`src/rtl/lcd_text_driver.sv`:
```
// rtl/lcd_text_driver.sv - HD44780 refresher for a 2x16 text snapshot
// Optional macro LCD_CHANGE_ONLY_EN: redraw only when lcd_text differs from the last drawn frame.
module lcd_text_driver #(
  parameter int EN_CYCLES  = 16,
  parameter int CHAR_WAIT  = 2000,
  parameter int CLEAR_WAIT = 100000,
  parameter int PWRON_WAIT = 750000
) (
  input  logic         clock,
  input  logic         reset,
  input  logic [255:0] lcd_text,
  output logic [7:0]   LCD_DATA,
  output logic         LCD_RS,
  output logic         LCD_RW,
  output logic         LCD_EN,
  output logic         LCD_ON,
  output logic         LCD_BLON,
  output logic         frame_done
);

  localparam int CNT_W = 20;

  typedef enum logic [2:0] {
    PWR_WAIT, INIT, FRAME_START, ADDR1, LINE1, ADDR2, LINE2, FRAME_END
  } state_t;

  typedef enum logic [1:0] {PH_SETUP, PH_STROBE, PH_WAIT} phase_t;

  state_t             state, state_n;
  phase_t             phase, phase_n;
  logic [CNT_W-1:0]   cnt, cnt_n;
  logic [4:0]         idx, idx_n;
  logic [255:0]       snapshot, snapshot_n;
  logic [7:0]         char_byte;
  logic [7:0]         cur_byte;
  logic               cur_rs;
  logic [CNT_W-1:0]   phase_last;
  logic               go;
`ifdef LCD_CHANGE_ONLY_EN
  logic               first_frame, first_frame_n;
`endif

  // FRAME_START doubles as the SETUP clock of the 0x80 transaction
  always_comb begin
    char_byte = snapshot[{~idx, 3'b000} +: 8];
    cur_rs    = (state == LINE1) || (state == LINE2);
    cur_byte  = 8'h00;
    case (state)
      INIT: begin
        case (idx[1:0])
          2'd0:    cur_byte = 8'h38;
          2'd1:    cur_byte = 8'h0C;
          2'd2:    cur_byte = 8'h01;
          default: cur_byte = 8'h06;
        endcase
      end
      FRAME_START, ADDR1: cur_byte = 8'h80;
      ADDR2:              cur_byte = 8'hC0;
      LINE1, LINE2:       cur_byte = (char_byte == 8'h00) ? 8'h20 : char_byte;
      default:            cur_byte = 8'h00;
    endcase
    case (phase)
      PH_SETUP:  phase_last = '0;
      PH_STROBE: phase_last = CNT_W'(EN_CYCLES - 1);
      default:   phase_last = (!cur_rs && cur_byte == 8'h01) ? CNT_W'(CLEAR_WAIT - 1)
                                                            : CNT_W'(CHAR_WAIT - 1);
    endcase
  end

  always_ff @(posedge clock or negedge reset) begin
    if (!reset) begin
      state       <= PWR_WAIT;
      phase       <= PH_SETUP;
      cnt         <= '0;
      idx         <= '0;
      snapshot    <= '0;
`ifdef LCD_CHANGE_ONLY_EN
      first_frame <= 1'b1;
`endif
    end else begin
      state       <= state_n;
      phase       <= phase_n;
      cnt         <= cnt_n;
      idx         <= idx_n;
      snapshot    <= snapshot_n;
`ifdef LCD_CHANGE_ONLY_EN
      first_frame <= first_frame_n;
`endif
    end
  end

  always_comb begin
    state_n    = state;
    phase_n    = phase;
    cnt_n      = cnt;
    idx_n      = idx;
    snapshot_n = snapshot;
`ifdef LCD_CHANGE_ONLY_EN
    first_frame_n = first_frame;
    go            = first_frame || (lcd_text != snapshot);
`else
    go            = 1'b1;
`endif
    case (state)
      PWR_WAIT: begin
        if (cnt == CNT_W'(PWRON_WAIT - 1)) begin
          state_n = INIT;
          phase_n = PH_SETUP;
          cnt_n   = '0;
          idx_n   = '0;
        end else begin
          cnt_n = cnt + CNT_W'(1);
        end
      end
      FRAME_START: begin
        if (go) begin
          state_n    = ADDR1;
          phase_n    = PH_STROBE;
          cnt_n      = '0;
          snapshot_n = lcd_text;
`ifdef LCD_CHANGE_ONLY_EN
          first_frame_n = 1'b0;
`endif
        end
      end
      FRAME_END: begin
        state_n = FRAME_START;
        phase_n = PH_SETUP;
        cnt_n   = '0;
      end
      default: begin
        if (cnt != phase_last) begin
          cnt_n = cnt + CNT_W'(1);
        end else begin
          cnt_n = '0;
          case (phase)
            PH_SETUP:  phase_n = PH_STROBE;
            PH_STROBE: phase_n = PH_WAIT;
            default: begin
              phase_n = PH_SETUP;
              idx_n   = idx + 5'd1;
              // idx wraps 31 -> 0 by width, ready for the next frame
              case (state)
                INIT:  if (idx[1:0] == 2'd3) begin state_n = FRAME_START; idx_n = '0; end
                ADDR1: begin state_n = LINE1; idx_n = idx; end
                LINE1: if (idx == 5'd15) state_n = ADDR2;
                ADDR2: begin state_n = LINE2; idx_n = idx; end
                LINE2: if (idx == 5'd31) state_n = FRAME_END;
                default: idx_n = idx;
              endcase
            end
          endcase
        end
      end
    endcase
  end

  always_comb begin
    LCD_DATA   = cur_byte;
    LCD_RS     = cur_rs;
    LCD_RW     = 1'b0;
    LCD_EN     = (phase == PH_STROBE);
    LCD_ON     = 1'b1;
    LCD_BLON   = 1'b1;
    frame_done = (state == FRAME_END);
  end

endmodule
```
`config.mk`:
```
export PLATFORM = sky130hd
export DESIGN_NAME = lcd_text_driver
export DESIGN_NICKNAME = d
export VERILOG_FILES = /design/src/rtl/lcd_text_driver.sv
export SDC_FILE = /design/constraint.sdc
export NUM_CORES = 1
export LEC_CHECK = 0
export BUFFER_PORTS_ARGS = -buffer_cell sky130_fd_sc_hd__buf_2
export CAP_MARGIN = 25
export CORE_MARGIN = 10
export CORE_UTILIZATION = 50
export CTS_BUF_LIST = sky130_fd_sc_hd__clkbuf_8
export CTS_CLUSTER_DIAMETER = 40
export CTS_CLUSTER_SIZE = 10
export DETAILED_ROUTE_END_ITERATION = 8
export GPL_TIMING_DRIVEN = 0
export PLACE_DENSITY = 0.83
export SLEW_MARGIN = 10
export SYNTH_ARGS = -nofsm -noshare
export SYNTH_HDL_FRONTEND = slang
export SYNTH_SLANG_ARGS = --single-unit
export TNS_END_PERCENT = 5
```
`constraint.sdc`:
```
create_clock -name clock -period 4.3 [get_ports clock]
set_input_delay 0.215 -clock clock [delete_from_list [all_inputs] [get_ports clock]]
set_output_delay 0.215 -clock clock [all_outputs]
set_load 0.05 [all_outputs]
```
==> run_results.csv, run 1 <==
group,metric,value,unit
outcome,status,"finished, final reports clean",
global_routing,globalRouteTotalUtil,32.68,%
hold_path,hold_class,"primary input to asynchronous set/reset pin",
finish,fill_cells,1698,
synthesis,yosys-top-cells-area,"dfrtp_1 52%, mux2_2 23%, mux4_2 10%",
place,io_buffers,268,
worst_setup_path,worst-r2r-cell-count,13,
timing,setup-tns-final,0,ps
worst_setup_path,worstPathRequired,4090,ps
route,drcViolationCount,0,
synthesis,synth_top_cell_area_share,52.39,%
timing,worst_pin_slew,928.5,ps
synthesis,yosysWarnings,0,
cts,worstSkewPairLatency,610,ps
global_routing,antenna_found_initial,18,
power,swShare,24.10,%
power,power.internal,0.004283,W
route,wl,56.79,mm
route,drt-wirelength-per-cell,30.00,microns
timing,holdWs,220.9,ps
cts,clock_sinks,286,
floorplan,core,0.02695,sq mm
power,power_frac_seq,47.6,%
cts,numCtsBuffers,41,
route,vias_per_cell,6.248,
power,p_clk_share,44.9,%
power,p_sw,0.001360,W
timing,final_hold_viol_count,0,
worst_setup_path,endpoint_kind,"output port",
global_routing,grt_max_degree,115,
route,drt_pass1_iterations,7,
synthesis,netlist_top_cells_count,"286 x dfrtp_1, 278 x mux2_2, 62 x mux4_2, 41 x nor2_1, 38 x clkbuf_1",
timing,period_share,99.50,%
cts,tritoncts,"done",
floorplan,die_h,185.3,microns
synthesis,postSynthCellCount,944,
cts,htreeDepth,2,
cts,cts_buffer_depth,3,
synthesis,yosysTopAreaCell,"dfrtp_1",
synthesis,async_flop_share,100.0,%
finish,multi_input_area,0.006203,sq mm
global_routing,grt_pass1_wl,82.28,mm
timing,clock.fmax,0.2337,GHz
finish,seq_area,0.007157,sq mm
power,vdd_ir_drop_max,0.2605,mV
cts,cts_root_buf,"clkbuf_8",
synthesis,syn_area_per_cell,14.47,sq um
worst_setup_path,critPathArrivalTime,4060,ps
worst_setup_path,worstReg2RegEnd,"idx[2]",
finish,areaGrowthSynthToFinish,39.88,%
worst_setup_path,critPathMaxFanout,10,
timing,finClkSkew,52.47,ps
worst_setup_path,cp-start-kind,"flip-flop",
timing,max-slew-margin-rel,38.10,%
worst_setup_path,path_class,"flip-flop to output port",
global_routing,grt_pass1_vias,12990,
floorplan,io_pins,272,
power,combPwrFrac,7.5,%
floorplan,initial_core_util,50.69,%
synthesis,ys_ff_latch,286,
timing,period_needed,4279,ps
finish,drive_gt1_share,46.48,%
route,dr.first_iter.drc_count,1345,
cts,clkTransAtPathRegs,100,ps
floorplan,die_w,185.3,microns
route,dr_total_vias,11830,
synthesis,synth_ff_type,"dfrtp_1",
floorplan,die_area,0.03434,sq mm
worst_setup_path,reg2reg_from,"idx[1]",
worst_setup_path,rrSetupSlack,250,ps
run,cap_violations,0,
timing,slew_violations,0,
finish,nNetsFinal,1780,
place,gp_congestion,0.9660,
floorplan,rows,60,
power,power_density,295.3,mW/mm^2
synthesis,ys_seq_area_share,52.39,%
place,place_hpwl,30.93,mm
timing,grt_setup_unrepaired,"yes",
power,total_leakage_power,9.303,nW
synthesis,yosysMostFrequentCell,"dfrtp_1",
timing,setup_violations,0,
synthesis,yosysUniqueCellTypes,66,
cts,cts_setup_buffers,0,
synthesis,synth_edf_count,0,
synthesis,syn_area,0.01366,sq mm
global_routing,overflow,0,
route,postRouteAntennaNets,0,
[area by class of cell]
class	instances	area share (%)
clock inverters	17	1.224
plain buffers	60	1.801
flip-flops and latches	286	37.45
repair buffers	527	20.83
multi-input cells	584	32.46
well taps	341	2.233
diodes	16	0.2095
clock buffers	49	3.529
inverters	13	0.2554
[sequential cells by signal, summed over array words and instances, names as in the netlist]
register,flops
state,3
phase,2
cnt,20
idx,5
snapshot,256
[logic make-up after synthesis]
family / share of synthesized area (%)
flip-flops: 52.39
buffers and inverters: 2.528
multiplexers: 34.24
AND/OR/NAND/NOR: 4.854
other: 0.05497
adder cells (fa/ha/maj): 0.8243
XOR/XNOR: 1.154
AO/OA/AOI/OAI: 3.957
[placed cells by master (no fill, tap or decap), drive strengths merged, types with 4 or more instances in the layout]
master and instances:
o211ai 4, dlygate4sd3 257, bufinv 5, nand2 31, or4 5, diode 16, nor3 4, mux2i 11
o21ai 16, nor2 41, ha 9, clkinv 6, mux4 63, xnor2 8, and3 8, nand4 5
dfrtp 286, xor2 10, a211oi 4, nor2b 4, clkbuf 89, mux2 279, buf 290, and2 5
nand3 11, a21oi 10, inv 18
[what timing repair did]
action                                 in CTS  in global routing
endpoints found under the hold margin     332                  0
resized for setup                          29                  7
hold buffers                              257                  0
setup endpoints to repair                  36                  7
[through the flow]
stage / instances / power, W / utilization, % / setup slack (ps) / cell area, sq um
finish: 1893 / 0.005643 / 70.91 / 21.45 / 19110
global route: 1890 / 0.005759 / 70.88 / -39.06 / 19100
CTS: 1877 / 0.005540 / 70.64 / 64.96 / 19040
detailed placement: 1556 / 0.002943 / 57.51 / -1176 / 15500
global placement: 1554 / 0.002934 / 57.27 / -2219 / 15430
floorplan: 945 / 0.002751 / - / 315.7 / 13670
[metal layers]
layer	wire length [microns]	GRT usage, %	vias to the layer above	share of wire (%)
met5	27	0	-	0.048
met4	4385	22.40	4	7.7
met3	5498	9.502	320	9.7
met2	27760	53.41	1018	49
met1	19120	36.26	5830	34
li1	-	-	4655	-
[how the worst max path moves through the flow]
stage | to | slack (ps) | startpoint | depth (start not counted)
after global routing | LCD_DATA[5] | -40 | idx[0] | 11
after floorplan | LCD_DATA[5] | 320 | idx[0] | 9
after CTS | LCD_DATA[5] | 60 | idx[0] | 11
final | LCD_DATA[5] | 20 | idx[0] | 11
after global placement | snapshot[128] | -2220 | reset | 1
after detailed placement | idx[2] | -1180 | idx[1] | 13
[critical path: stages, from the launching register on]
cell      delay (ps)
dfrtp_1          400
buf_4            270
buf_6            240
buf_8            240
mux4_2           580
mux4_2           550
mux2i_1          290
nand2_1          100
a211oi_1         190
a31oi_1          140
o21ai_2          230
buf_4            250
[power by group through the flow]
stage	registers (W)	logic [W]	clock network [W]
after floorplan	0.00274	0.00000977	0
after global placement	0.00274	0.000193	0
after detailed placement	0.00274	0.000203	0
after CTS	0.00269	0.000389	0.00246
after global routing	0.00269	0.000443	0.00263
final	0.00269	0.000423	0.00253
Power figures use the tool's default switching activity.
==> run 2: changes to the inputs <==
--- a/config.mk
+++ b/config.mk
@@ -13,7 +13,7 @@
 export CTS_CLUSTER_DIAMETER = 40
 export CTS_CLUSTER_SIZE = 10
 export DETAILED_ROUTE_END_ITERATION = 8
-export GPL_TIMING_DRIVEN = 0
+export GPL_TIMING_DRIVEN = 1
 export PLACE_DENSITY = 0.83
 export SLEW_MARGIN = 10
 export SYNTH_ARGS = -nofsm -noshare
==> constraint.sdc (replaced) <==
create_clock -name clock -period 4.38 [get_ports clock]
set_input_delay 0.219 -clock clock [delete_from_list [all_inputs] [get_ports clock]]
set_output_delay 0.219 -clock clock [all_outputs]
set_load 0.05 [all_outputs]
==> run 2 against run 1 <==
  * Die area stayed put
  * Sequential power shrank 2%
  * Critical path depth down 2
  * Non-clock buffer count shrank 39
  * Largest power group unchanged
  * First-iteration DRC count shrank 20%
  * Sequential cell count stayed put
  * Sequential share of layout area increased by 0.35 points
  * Critical path type unchanged
  * Clock-buffer cell count shrank 4
==> run_results.csv, run 2 (synthesis gave the netlist of run 1 again) <==
group,metric,value,unit
outcome,status,"finished, final reports clean",
worst_setup_path,cp_slowest_cell,"dfrtp_4",
route,dr_total_vias,11030,
timing,setup-tns-final,0,ps
power,power,0.005467,W
floorplan,io_pins,272,
route,wl,49.56,mm
finish,areaGrowthSynthToFinish,38.75,%
run,cap_violations,0,
cts,clock_sinks,286,
floorplan,initial_core_util,50.69,%
place,gp_congestion,0.9241,
worst_setup_path,endpoint,"LCD_DATA[5]",
timing,grt_setup_unrepaired,"no",
timing,clock.fmax,0.2390,GHz
finish,seq_area,0.007166,sq mm
worst_setup_path,cp.depth,9,
global_routing,gr-max-usage-layer,"met2",
floorplan,rows,60,
worst_setup_path,worstReg2RegEnd,"phase[1]",
place,place_hpwl,27.98,mm
cts,numCtsBuffers,43,
cts,cts_root_buf,"clkbuf_8",
timing,setup_violations,0,
global_routing,grt_pass1_wl,73.17,mm
route,drt-wirelength-per-cell,26.70,microns
global_routing,globalRouteTotalUtil,28.45,%
worst_setup_path,critPathMaxFanout,20,
finish,largest_reg_flops,256,
finish,reg.largest.list,"snapshot x256, cnt x20, idx x5",
global_routing,global_route.usage.met3,6.074,%
route,drcViolationCount,0,
route,vias_per_cell,5.942,
timing,holdWs,394.4,ps
timing,finClkSkew,47.63,ps
finish,largest_register,"snapshot",
worst_setup_path,critPathLaunch,"idx[1]",
cts,cts_buffer_depth,3,
worst_setup_path,path_delay_family,"multiplexers",
global_routing,grt_pass1_vias,12150,
power,power_density,288.4,mW/mm^2
global_routing,grt_max_degree,141,
cts,worstSkewPairLatency,580,ps
cts,htreeDepth,2,
worst_setup_path,worst-r2r-cell-count,10,
worst_setup_path,crit_buf_inv,2,
worst_setup_path,rrSetupSlack,430,ps
timing,period_share,95.53,%
worst_setup_path,crit_chain,"buf_4, mux4_2, mux4_2, mux2i_1, nand2_1, a211oi_1, a31oi_1, o21ai_0, buf_2",
finish,multi_input_area,0.006171,sq mm
worst_setup_path,reg2reg_from,"idx[0]",
cts,clkTransAtPathRegs,80,ps
global_routing,use_met1,32.31,%
timing,period_needed,4184,ps
floorplan,die_h,185.3,microns
route,postRouteAntennaNets,0,
worst_setup_path,crit_top_cell,"mux4_2",
cts,tritoncts,"done",
power,total_leakage_power,9.253,nW
timing,max-slew-margin-rel,28.36,%
floorplan,die_area,0.03434,sq mm
finish,final_area,0.01896,sq mm
worst_setup_path,worstPathRequired,4160,ps
worst_setup_path,cpPeakStageDelay,690,ps
place,pre_cts_slack,625.5,ps
global_routing,use_met2,47.32,%
finish,nNetsFinal,1743,
floorplan,core,0.02695,sq mm
finish,layout_commonest_cell,"dfrtp_1",
timing,fin_ws,195.7,ps
timing,final_hold_viol_count,0,
worst_setup_path,cp-start-kind,"flip-flop",
place,placed_area,0.01532,sq mm
route,dr.first_iter.drc_count,1071,
route,drt_pass1_iterations,7,
timing,worst_pin_slew,1075,ps
floorplan,die_w,185.3,microns
finish,fill_cells,1660,
global_routing,antenna_found_initial,10,
global_routing,overflow,0,
power,vdd_ir_drop_max,0.2396,mV
timing,slew_violations,0,
place,io_buffers,268,
worst_setup_path,endpoint_kind,"output port",
finish,layout_common_cells,"283 x dfrtp_1, 278 x mux2_2, 267 x buf_2, 257 x dlygate4sd3_1, 62 x mux4_2",
worst_setup_path,critPathArrivalTime,3970,ps
worst_setup_path,path_class,"flip-flop to output port",
finish,drive_gt1_share,47.60,%
hold_path,hold_class,"primary input to asynchronous set/reset pin",
[run 2: changes by cell type in the layout (fill, tap and decap cells not counted), moves of 2 or more]
| cell | change |
|---|---|
| buf_4 | +8 |
| clkbuf_8 | -4 |
| clkinvlp_4 | +2 |
| buf_6 | -7 |
| clkbuf_4 | -3 |
| clkbuf_1 | -36 |
| dfrtp_1 | -3 |
| buf_8 | -2 |
| diode_2 | -3 |
| buf_2 | -3 |
| clkinv_2 | +4 |
| buf_12 | +5 |
| dfrtp_4 | +2 |
[run 2: report_power, final]
part	switching, W	internal [W]	total [W]
Combinational	0.000162	0.000237	0.000398
Sequential	0	0.00264	0.00264
Clock	0.00115	0.00128	0.00243
Total	0.00131	0.00415	0.00547
[run 2: worst min-delay path by stage]
| stage | to | cells past startpoint | start | slack [ps] |
|---|---|---|---|---|
| after CTS | snapshot[131] | 3 | lcd_text[131] | 380 |
| after global routing | snapshot[197] | 3 | lcd_text[197] | 400 |
| after global placement | snapshot[23] | 1 | reset | 430 |
| after detailed placement | snapshot[23] | 1 | reset | 440 |
| after floorplan | cnt[0] | 0 | reset | -80 |
| final | snapshot[61] | 2 | reset | 390 |
[run 2: stage by stage]
stage               std cells  util (%)
floorplan                 945         -
global placement         1505     56.86
detailed placement       1505     56.86
CTS                      1833     69.79
global route             1856     70.33
finish                   1856     70.33
[run 2: timing repair]
action                                  in CTS  in global routing
buffers inserted                             0                 10
gates resized for setup                      0                  0
endpoints found under the setup margin       0                  1
endpoints found under the hold margin      390                  0
hold buffers                               257                  0
[run 2: metal layers]
metal | up-vias | share of wire (%)
li1 | 4582 | -
met1 | 5496 | 35
met2 | 727 | 50
met3 | 224 | 7.8
met4 | 0 | 7.0
met5 | - | 0
[run 2: area by class of cell]
cell class,count,area share (%)
timing repair buffer,548,22.15
tap,341,2.251
clock inverter,26,1.545
sequential,286,37.80
multi-input combinational,584,32.55
clock buffer,45,3.267
inverter,13,0.2574
antenna,13,0.1716
